### config.mk
export PLATFORM = sky130hd
export DESIGN_NAME = bcd_mux_display
export DESIGN_NICKNAME = d
export VERILOG_FILES = /design/src/rtl/bcd_disp_pkg.sv /design/src/rtl/bcd_dd_seq.sv /design/src/rtl/bcd_mux_display.sv
export SDC_FILE = /design/constraint.sdc
export NUM_CORES = 1
export LEC_CHECK = 0
export BUFFER_PORTS_ARGS = -buffer_cell sky130_fd_sc_hd__buf_4
export CAP_MARGIN = 25
export CORE_MARGIN = 1.5
export CORE_UTILIZATION = 40
export DETAILED_ROUTE_END_ITERATION = 16
export RECOVER_POWER = 50
export SETUP_SLACK_MARGIN = 0.2
export SYNTH_ARGS = -nofsm -noshare
export SYNTH_HDL_FRONTEND = slang
export SYNTH_SLANG_ARGS = --single-unit
### constraint.sdc
create_clock -name clk -period 5 [get_ports clk]
set_clock_uncertainty 0.05 [all_clocks]
set_input_delay 0.25 -clock clk [delete_from_list [all_inputs] [get_ports clk]]
set_output_delay 0.25 -clock clk [all_outputs]
set_load 0.02 [all_outputs]
### src/rtl/bcd_disp_pkg.sv
// Shared types, segment encodings and elaboration helpers for the
// multiplexed BCD 7-segment display path.
package bcd_disp_pkg;

    localparam int SEG_W = 7;

    // Segment order {g,f,e,d,c,b,a}, active-low
    localparam logic [SEG_W-1:0] SEG_BLANK = 7'b1111111;
    localparam logic [SEG_W-1:0] SEG_DASH  = 7'b0111111;
    localparam logic [SEG_W-1:0] SEG_0     = 7'b1000000;
    localparam logic [SEG_W-1:0] SEG_1     = 7'b1111001;
    localparam logic [SEG_W-1:0] SEG_2     = 7'b0100100;
    localparam logic [SEG_W-1:0] SEG_3     = 7'b0110000;
    localparam logic [SEG_W-1:0] SEG_4     = 7'b0011001;
    localparam logic [SEG_W-1:0] SEG_5     = 7'b0010010;
    localparam logic [SEG_W-1:0] SEG_6     = 7'b0000010;
    localparam logic [SEG_W-1:0] SEG_7     = 7'b1111000;
    localparam logic [SEG_W-1:0] SEG_8     = 7'b0000000;
    localparam logic [SEG_W-1:0] SEG_9     = 7'b0010000;

    typedef enum logic [1:0] {
        IDLE,
        SHIFT,
        DONE
    } dd_state_t;

    function automatic logic [SEG_W-1:0] bcd_to_seg(input logic [3:0] nibble);
        case (nibble)
            4'd0:    return SEG_0;
            4'd1:    return SEG_1;
            4'd2:    return SEG_2;
            4'd3:    return SEG_3;
            4'd4:    return SEG_4;
            4'd5:    return SEG_5;
            4'd6:    return SEG_6;
            4'd7:    return SEG_7;
            4'd8:    return SEG_8;
            4'd9:    return SEG_9;
            default: return SEG_BLANK;
        endcase
    endfunction

    function automatic longint unsigned pow10(input int n);
        longint unsigned p;
        p = 1;
        for (int i = 0; i < n; i++) begin
            p = p * 10;
        end
        return p;
    endfunction

endpackage

### src/rtl/bcd_dd_seq.sv
// Iterative double-dabble converter: one binary bit per clock, with an
// overflow flag decided at load time against 10^DIGITS-1.
module bcd_dd_seq
    import bcd_disp_pkg::*;
#(
    parameter int BIN_W  = 14,
    parameter int DIGITS = 4
) (
    input  logic                  clk,
    input  logic                  rst,
    input  logic                  start,
    input  logic [BIN_W-1:0]      bin,
    output logic                  busy,
    output logic                  done,
    output logic [4*DIGITS-1:0]   bcd,
    output logic                  over
);

    localparam int BCD_W = 4 * DIGITS;
    localparam int SR_W  = BCD_W + BIN_W;
    localparam int CNT_W = $clog2(BIN_W);

    // Values too large for BIN_W+1 bits saturate, which can never be exceeded
    localparam longint unsigned MAX_FULL = pow10(DIGITS) - 1;
    localparam logic [BIN_W:0]  MAX_VAL  =
        (MAX_FULL >= (64'd1 << (BIN_W + 1))) ? '1 : MAX_FULL[BIN_W:0];

    dd_state_t         state, state_nx;
    logic [SR_W-1:0]   sr, sr_nx, adj;
    logic [CNT_W-1:0]  cnt, cnt_nx;
    logic              over_q, over_nx;

    always_ff @(posedge clk or posedge rst) begin
        if (rst) begin
            state  <= IDLE;
            sr     <= '0;
            cnt    <= '0;
            over_q <= 1'b0;
        end else begin
            // NOTE: state registers use non-blocking assignment so every flop samples pre-edge values
            state  <= state_nx;
            sr     <= sr_nx;
            cnt    <= cnt_nx;
            over_q <= over_nx;
        end
    end

    always_comb begin
        // NOTE: every output of this block gets a default first, so no path can infer a latch
        state_nx = state;
        sr_nx    = sr;
        cnt_nx   = cnt;
        over_nx  = over_q;
        adj      = sr;
        case (state)
            IDLE: begin
                if (start) begin
                    sr_nx    = {{BCD_W{1'b0}}, bin};
                    over_nx  = ({1'b0, bin} > MAX_VAL);
                    cnt_nx   = CNT_W'(BIN_W - 1);
                    state_nx = SHIFT;
                end
            end
            SHIFT: begin
                for (int d = 0; d < DIGITS; d++) begin
                    if (adj[BIN_W + 4*d +: 4] >= 4'd5) begin
                        adj[BIN_W + 4*d +: 4] = adj[BIN_W + 4*d +: 4] + 4'd3;
                    end
                end
                // The top bit falls off: BCD bits above 4*DIGITS are discarded
                sr_nx = adj << 1;
                if (cnt == '0) begin
                    state_nx = DONE;
                end else begin
                    cnt_nx = cnt - 1'b1;
                end
            end
            DONE: begin
                state_nx = IDLE;
            end
            default: begin
                state_nx = IDLE;
            end
        endcase
    end

    assign busy = (state != IDLE);
    assign done = (state == DONE);
    assign bcd  = sr[SR_W-1 -: BCD_W];
    assign over = over_q;

endmodule

### src/rtl/bcd_mux_display.sv
// Binary-to-decimal multiplexed common-anode display: holds the last
// converted value, scans digits and applies blanking/overflow rules.
module bcd_mux_display
    import bcd_disp_pkg::*;
#(
    parameter int BIN_W       = 14,
    parameter int DIGITS      = 4,
    parameter int REFRESH_DIV = 50000,
    parameter int BLANK_LZ    = 1
) (
    input  logic               clk,
    input  logic               rst,
    input  logic [BIN_W-1:0]   bin,
    input  logic               load,
    output logic               busy,
    output logic               overflow,
    output logic [SEG_W-1:0]   seg,
    output logic [DIGITS-1:0]  an
);

    localparam int BCD_W  = 4 * DIGITS;
    localparam int DSEL_W = (DIGITS > 1) ? $clog2(DIGITS) : 1;
    localparam int RC_W   = $clog2(REFRESH_DIV);

    logic              dd_done, dd_over;
    logic [BCD_W-1:0]  dd_bcd;

    logic [BCD_W-1:0]  disp_bcd;
    logic              disp_over;
    logic [RC_W-1:0]   ref_cnt;
    logic [DSEL_W-1:0] digit_sel;

    logic [DSEL_W-1:0] msd;
    logic [3:0]        cur_nib;
    logic              blank;
    logic [SEG_W-1:0]  seg_nx;
    logic [DIGITS-1:0] an_nx;

    bcd_dd_seq #(
        .BIN_W  (BIN_W),
        .DIGITS (DIGITS)
    ) u_dd (
        .clk   (clk),
        .rst   (rst),
        .start (load),
        .bin   (bin),
        .busy  (busy),
        .done  (dd_done),
        .bcd   (dd_bcd),
        .over  (dd_over)
    );

    // Display register changes only when a conversion finishes
    always_ff @(posedge clk or posedge rst) begin
        if (rst) begin
            disp_bcd  <= '0;
            disp_over <= 1'b0;
        end else if (dd_done) begin
            disp_bcd  <= dd_bcd;
            disp_over <= dd_over;
        end
    end

    always_ff @(posedge clk or posedge rst) begin
        if (rst) begin
            ref_cnt   <= '0;
            digit_sel <= '0;
        end else if (ref_cnt == RC_W'(REFRESH_DIV - 1)) begin
            ref_cnt   <= '0;
            digit_sel <= (digit_sel == DSEL_W'(DIGITS - 1)) ? '0 : digit_sel + 1'b1;
        end else begin
            ref_cnt   <= ref_cnt + 1'b1;
        end
    end

    always_comb begin
        msd     = '0;
        cur_nib = '0;
        for (int d = 0; d < DIGITS; d++) begin
            if (disp_bcd[4*d +: 4] != 4'd0) begin
                msd = DSEL_W'(d);
            end
            if (digit_sel == DSEL_W'(d)) begin
                cur_nib = disp_bcd[4*d +: 4];
            end
        end
        blank = (BLANK_LZ != 0) && (digit_sel > msd) && (digit_sel != '0);

        an_nx = ~(DIGITS'(1) << digit_sel);
        if (disp_over) begin
            seg_nx = SEG_DASH;
        end else if (blank) begin
            seg_nx = SEG_BLANK;
            an_nx  = '1;
        end else begin
            seg_nx = bcd_to_seg(cur_nib);
        end
    end

    always_ff @(posedge clk or posedge rst) begin
        if (rst) begin
            seg <= SEG_BLANK;
            an  <= '1;
        end else begin
            seg <= seg_nx;
            an  <= an_nx;
        end
    end

    assign overflow = disp_over;

endmodule
**Word-level counts from Yosys, hierarchy flattened**

Memory sizes are Yosys's and may differ from the RTL's.
Cells that the tools add are included.

- Logic and storage cells: 74
- Output and inout bits: 13
- Memories: 1
- Input bits: 17
- Memory bits (read-only): 112
- Register bits: 83

- Order comparisons: 6
- Multiplexer cells: 25
- Add/sub/neg operators: 7
- Shift-type cells: 1
- Equality and inequality tests: 9
- Reductions and logical operators: 14
- Bitwise logic cells: 1

Memories:

| name | words | bits a word | rd ports | clocked after memory_dff | write ports | line | RTL |
|---|---|---|---|---|---|---|---|
| (no name shown) | 16 | 7 | 1 | 0 | 0 | bcd_disp_pkg.sv:28 | `case (nibble)` |

Operator list:

| kind | count |
|---|---|
| one-hot mux 30 bit (2 select lines) | 1 |
| 2-to-1 mux 4 bit | 11 |
| 2-to-1 mux 30 bit | 1 |
| adder 16 x 1 -> 16 bit, second input constant | 1 |
| == test 16 bit, second input constant | 1 |
| greater-or-equal comparator 4 x 3 -> 1 bit, second input constant | 4 |
| 2-to-1 mux 16 bit | 1 |
| > comparator 14 bit, second input constant | 1 |
| 2-to-1 mux 7 bit | 2 |
| adder 4 x 2 -> 4 bit, second input constant | 3 |
| nonzero test 4 bit | 3 |
| 2-to-1 mux 2 bit | 5 |
| one-hot mux 4 bit (2 select lines) | 1 |
| == test 2 bit, second input constant | 3 |
| AND reduction 2 bit | 3 |
| nonzero test 2 bit | 3 |
| == test 2 x 1 -> 1 bit, second input constant | 2 |
| zero test 2 bit | 2 |
| zero test 4 bit | 1 |
| inequality test 2 bit, second input constant | 2 |
| inverter 4 bit | 1 |
| one-hot mux 2 bit (2 select lines) | 1 |
| << shifter 1 x 2 -> 4 bit, first input constant | 1 |
| subtractor 4 x 1 -> 4 bit, second input constant | 1 |
| 8 further kinds | 8 |

**Longest topological paths before layout**

- Word-level depth: 8
- Mapped depth: 10
- Gate-level depth less buffers: 9

**Modules after synthesis**

A second synthesis with hierarchy kept.

- Cell total of the unflattened synthesis: 409
- Area total of the unflattened synthesis: 4354.2 sq um

By module, submodules not included:

| module | times used | area an instance (sq um) | sequential area each (sq um) | cells an instance |
|---|---|---|---|---|
| bcd_mux_display | 1 | 2338.5 | 1164.9 | 201 |
| bcd_dd_seq | 1 | 2015.7 | 925.9 | 208 |

**Least setup slack after synthesis**

No wires, ideal clock.

- Kind: reg-to-reg
- Start: reg disp_bcd[12]
- End: reg seg[0]
- Setup time: 0.100 ns
- Stages on the path, launching flop included: 8
- Setup slack: 2.820 ns
- Clock period less this slack: 2.180 ns
- Required time: 4.850 ns
- Data arrival time: 2.029 ns
- Path buffers: 0
- Cells stage by stage: dfrtp_1 -> or4_1 -> nor2_1 -> ha_1 -> nor2b_1 -> o21a_1 -> nor3_1 -> a22oi_1

- Longest elaborated chain between the ends: 6
- Elaborated cells on any way between the ends: 8
- Classes of those cells: order compare (1); mux (4); reduce/logical (2); memory (1)

RTL lines:

| item | line | RTL |
|---|---|---|
| from (decl) | bcd_mux_display.sv:28 | `logic [BCD_W-1:0] disp_bcd;` |
| from (signal assigned) | bcd_mux_display.sv:56 | `disp_bcd <= '0;` |
| from (signal assigned) | bcd_mux_display.sv:59 | `disp_bcd <= dd_bcd;` |
| nonzero test 4 bit | bcd_mux_display.sv:80 | `if (disp_bcd[4*d +: 4] != 4'd0) begin` |
| 2-to-1 mux 2 bit | bcd_mux_display.sv:80 |  |
| > comparator 2 bit | bcd_mux_display.sv:87 | `blank = (BLANK_LZ != 0) && (digit_sel > msd) && (digit_sel != '0);` |
| logical AND 1 bit | bcd_mux_display.sv:87 |  |
| 2-to-1 mux 7 bit (*) | bcd_mux_display.sv:92 | `end else if (blank) begin` |
| 2-to-1 mux 7 bit (*) | bcd_mux_display.sv:90 | `if (disp_over) begin` |
| via seg_nx[0] | bcd_mux_display.sv:36 | `logic [SEG_W-1:0] seg_nx;` |
| to (signal assigned) | bcd_mux_display.sv:105 | `seg <= seg_nx;` |
| to (decl) | bcd_mux_display.sv:17 | `output logic [SEG_W-1:0] seg,` |

Mark *: on every way through the listed nets, which the timed path passes. The rest lies on a longest branch.
A chain may end at the register's enable or synchronous reset.

**Final worst setup path**

- Start: reg digit_sel[1]
- End: reg seg[4]

- Longest elaborated chain between the ends: 8
- Elaborated cells on any way between the ends: 14
- Classes of those cells: order compare (1); eq/ne (3); mux (6); reduce/logical (3); memory (1)

RTL lines:

| item | line | RTL |
|---|---|---|
| from (decl) | bcd_mux_display.sv:31 | `logic [DSEL_W-1:0] digit_sel;` |
| from (signal assigned) | bcd_mux_display.sv:70 | `digit_sel <= (digit_sel == DSEL_W'(DIGITS - 1)) ? '0 : digit_sel + 1'b1;` |
| zero test 2 bit | bcd_mux_display.sv:83 | `if (digit_sel == DSEL_W'(d)) begin` |
| 2-to-1 mux 4 bit (4 in a row) | bcd_mux_display.sv:83 |  |
| memory read (16 x 7 bit) | -- |  |
| 2-to-1 mux 7 bit (*) | bcd_mux_display.sv:92 |  |
| 2-to-1 mux 7 bit (*) | bcd_mux_display.sv:90 |  |
| via seg_nx[4] | bcd_mux_display.sv:36 |  |

Marks and branches as above.

==> impl_metrics.env <==
export IMPL_final_common_cell="dfrtp_1"
export IMPL_synth_seq_cells=83
export IMPL_gp_congestion=0.786
export IMPL_critPathMaxFanout=14
export IMPL_final_nets=478
export IMPL_critPathRequiredTime_ps=5230
export IMPL_async_flop_share_pct=100
export IMPL_die_h_um=106
export IMPL_seq_area_um2=2090
export IMPL_grt_pass1_vias=3012
export IMPL_ios=30
export IMPL_layout_common_cells="dfrtp_1, nand2_1, nor2_1, o21ai_0, inv_1"
export IMPL_remaining_drc_errors=0
export IMPL_worst_slew_pin_transition_ps=1060
export IMPL_p_total_uw=2570
export IMPL_drv_cap=0
export IMPL_worstSetupStartpointType="flop"
export IMPL_post_cts_buffers=0
export IMPL_cts_path_max_buffers=2
export IMPL_hpwl_um=5280
export IMPL_synthFlopType="dfrtp_1"
export IMPL_detail_route_first_pass_iterations=5
export IMPL_cts_tree="built"
export IMPL_synth_warnings=0
export IMPL_drive_above_1_share_pct=18.7
export IMPL_wire_per_inst_um=13.5
export IMPL_hp_class="input pin to flop"
export IMPL_grt_pass1_wl_um=14000
export IMPL_slew_viol_final=0
export IMPL_syn_nets=451
export IMPL_ys_seq_area_share_pct=49.3
export IMPL_port_buffers=29
export IMPL_relSlewSlack_pct=29.2
export IMPL_rows=37
export IMPL_finalCritPeriodShare_pct=50.1
export IMPL_endpoint_kind="flop"
export IMPL_cp_cell_sequence="ha_1, a211oi_1, a221oi_1, inv_1, ha_1, inv_1, mux2i_1, a32oi_1"
export IMPL_area_growth_pct=12.6
export IMPL_p_per_area_nw_per_um2=538
export IMPL_p_leak_uw=0.00208
export IMPL_power_internal_uw=1560
export IMPL_path_clk_slew_ps=100
export IMPL_multi_input_area_um2=1970
export IMPL_wl_um=7850
export IMPL_arrival_ps=2730
export IMPL_avgSynthCellArea_um2=10.3
export IMPL_fmax_ghz=0.400
export IMPL_setup_worst_path_class="flop to flop"
export IMPL_core_um2=10300
export IMPL_report_final_hold_viol_count=0
export IMPL_ir_drop_uv=238
export IMPL_fin_crit_ps=2500
export IMPL_cts_resized=0
export IMPL_hold_buffers=1
export IMPL_p_seq_share_pct=42.4
export IMPL_detail_route_antenna_nets=0
export IMPL_viasPerCell=5.22
export IMPL_cts_root_buf="clkbuf_8"
export IMPL_die_w_um=106
export IMPL_grt_max_degree=77
export IMPL_grt_antenna_before_repair=0
export IMPL_nFillCells=989
export IMPL_final_setup_viol_count=0
export IMPL_outcome="completed"
export IMPL_slowest_delay_ps=560
export IMPL_netlist_area_um2=4240
export IMPL_clkSinkCount=83
export IMPL_cts_made_buffers=9
export IMPL_clk_latency_ps=360
export IMPL_clock_power_share_pct=17.5
export IMPL_sw_frac_of_total_pct=39.3
export IMPL_netlist_cell_type_count=53
export IMPL_start_util_pct=41.1
export IMPL_combPwrFrac_pct=40.0
export IMPL_synth_edf_count=0
export IMPL_grt_setup_unrepaired="false"
export IMPL_tns_ps=0
export IMPL_die_area_um2=11200
export IMPL_first_iter_violations=123
export IMPL_htree_levels=3
export IMPL_switching_power_uw=1010
export IMPL_vias=3034
export IMPL_synth_cells=413
export IMPL_antenna_cells=0
export IMPL_overflow=0
export IMPL_slowest_stage="ha_1"
export IMPL_track_usage_pct=15.4
## worst max-delay path: cells and delay by family, from the launching register on
family	cells	cell delay [ps]
flip-flops	1	410
buffers and inverters	2	230
AO/OA/AOI/OAI	3	880
adder cells (fa/ha/maj)	2	770
multiplexers	1	70
## synthesized netlist by cell type, drive strengths merged, types with 5 or more instances
| cell | count | area [um^2] |
|---|---|---|
| a211oi | 6 | 50.1 |
| a21oi | 8 | 40.0 |
| a31oi | 12 | 75.1 |
| buf | 8 | 48.8 |
| clkbuf | 9 | 35.0 |
| dfrtp | 72 | 1800 |
| dfstp | 11 | 289 |
| ha | 21 | 263 |
| inv | 26 | 97.6 |
| mux2 | 13 | 146 |
| mux2i | 5 | 50.1 |
| nand2 | 49 | 189 |
| nand2b | 8 | 50.1 |
| nand3 | 18 | 90.1 |
| nor2 | 30 | 113 |
| nor2b | 5 | 33.8 |
| nor3 | 7 | 35.0 |
| nor3b | 8 | 60.1 |
| nor4 | 5 | 46.3 |
| o21ai | 29 | 156 |
| o31ai | 6 | 45.0 |
| xnor2 | 9 | 78.8 |
| xor2 | 9 | 78.8 |
## area by class of cell
type	count	area share, %
multi-input cells	287	41.3
well taps	136	3.56
clock buffers	9	2.60
inverters	26	2.07
clock inverters	7	1.23
repair buffers	33	5.45
flip-flops and latches	83	43.8
## power by group through the flow
stage                     registers (uW)  logic (uW)  clock network [uW]
final                               1090        1030                 450
after global routing                1120        1180                 494
after CTS                           1090        1030                 470
after detailed placement            1100        1030                   0
after global placement              1090        1000                   0
after floorplan                     1090         773                   0
## state kept, by name, summed over array words and instances, names as in the netlist, 2 cells and up
register / count
ref_cnt: 16
u_dd.state: 2
u_dd.sr: 30
digit_sel: 2
u_dd.cnt: 4
seg: 7
an: 4
disp_bcd: 16
## worst paths after layout
kind                                     startpoint                       to  slack [ps]  cells past startpoint
max                        digit_sel[1]$_DFFE_PP0N_         seg[4]$_DFF_PP1_        2500                      8
min                                          bin[0]   u_dd.sr[0]$_DFFE_PP0P_          20                      3
max reg2reg                digit_sel[1]$_DFFE_PP0N_         seg[4]$_DFF_PP1_        2500                      8
min reg2reg                 disp_bcd[0]$_DFFE_PP0N_  disp_bcd[0]$_DFFE_PP0N_         440                      2
max in group asynchronous                       rst          an[0]$_DFF_PP1_        3070                      5
min in group asynchronous                       rst  u_dd.cnt[3]$_DFFE_PP0P_         350                      3
## cell families after synthesis
logic type / after synthesis / share of synthesized area [%]
flip-flops: 83 / 49.3
XOR/XNOR: 18 / 3.72
AND/OR/NAND/NOR: 149 / 18.1
multiplexers: 18 / 4.63
adder cells (fa/ha/maj): 21 / 6.20
AO/OA/AOI/OAI: 81 / 13.7
buffers and inverters: 43 / 4.28
## through the flow
stage / worst slack, ps / cells / hold slack [ps] / area (um^2) / utilization (%)
finish: 2500 / 581 / 22.3 / 4770 / 46.2
global route: 2230 / 581 / 15.5 / 4770 / 46.2
CTS: 2480 / 579 / 11.0 / 4750 / 46.0
detailed placement: 2520 / 562 / 99.2 / 4560 / 44.1
global placement: 2680 / 562 / 100 / 4560 / 44.1
floorplan: 2580 / 413 / 305 / 4240 / -
## layer usage
layer | vias up | global-route usage, % | routed length [um]
met1 | 1472 | 19.7 | 3870
met4 | 0 | 4.05 | 76
met2 | 54 | 25.8 | 3640
met3 | 7 | 4.11 | 262
met5 | - | 0 | 0
li1 | 1501 | - | -
(Power assumes the default switching activity.)
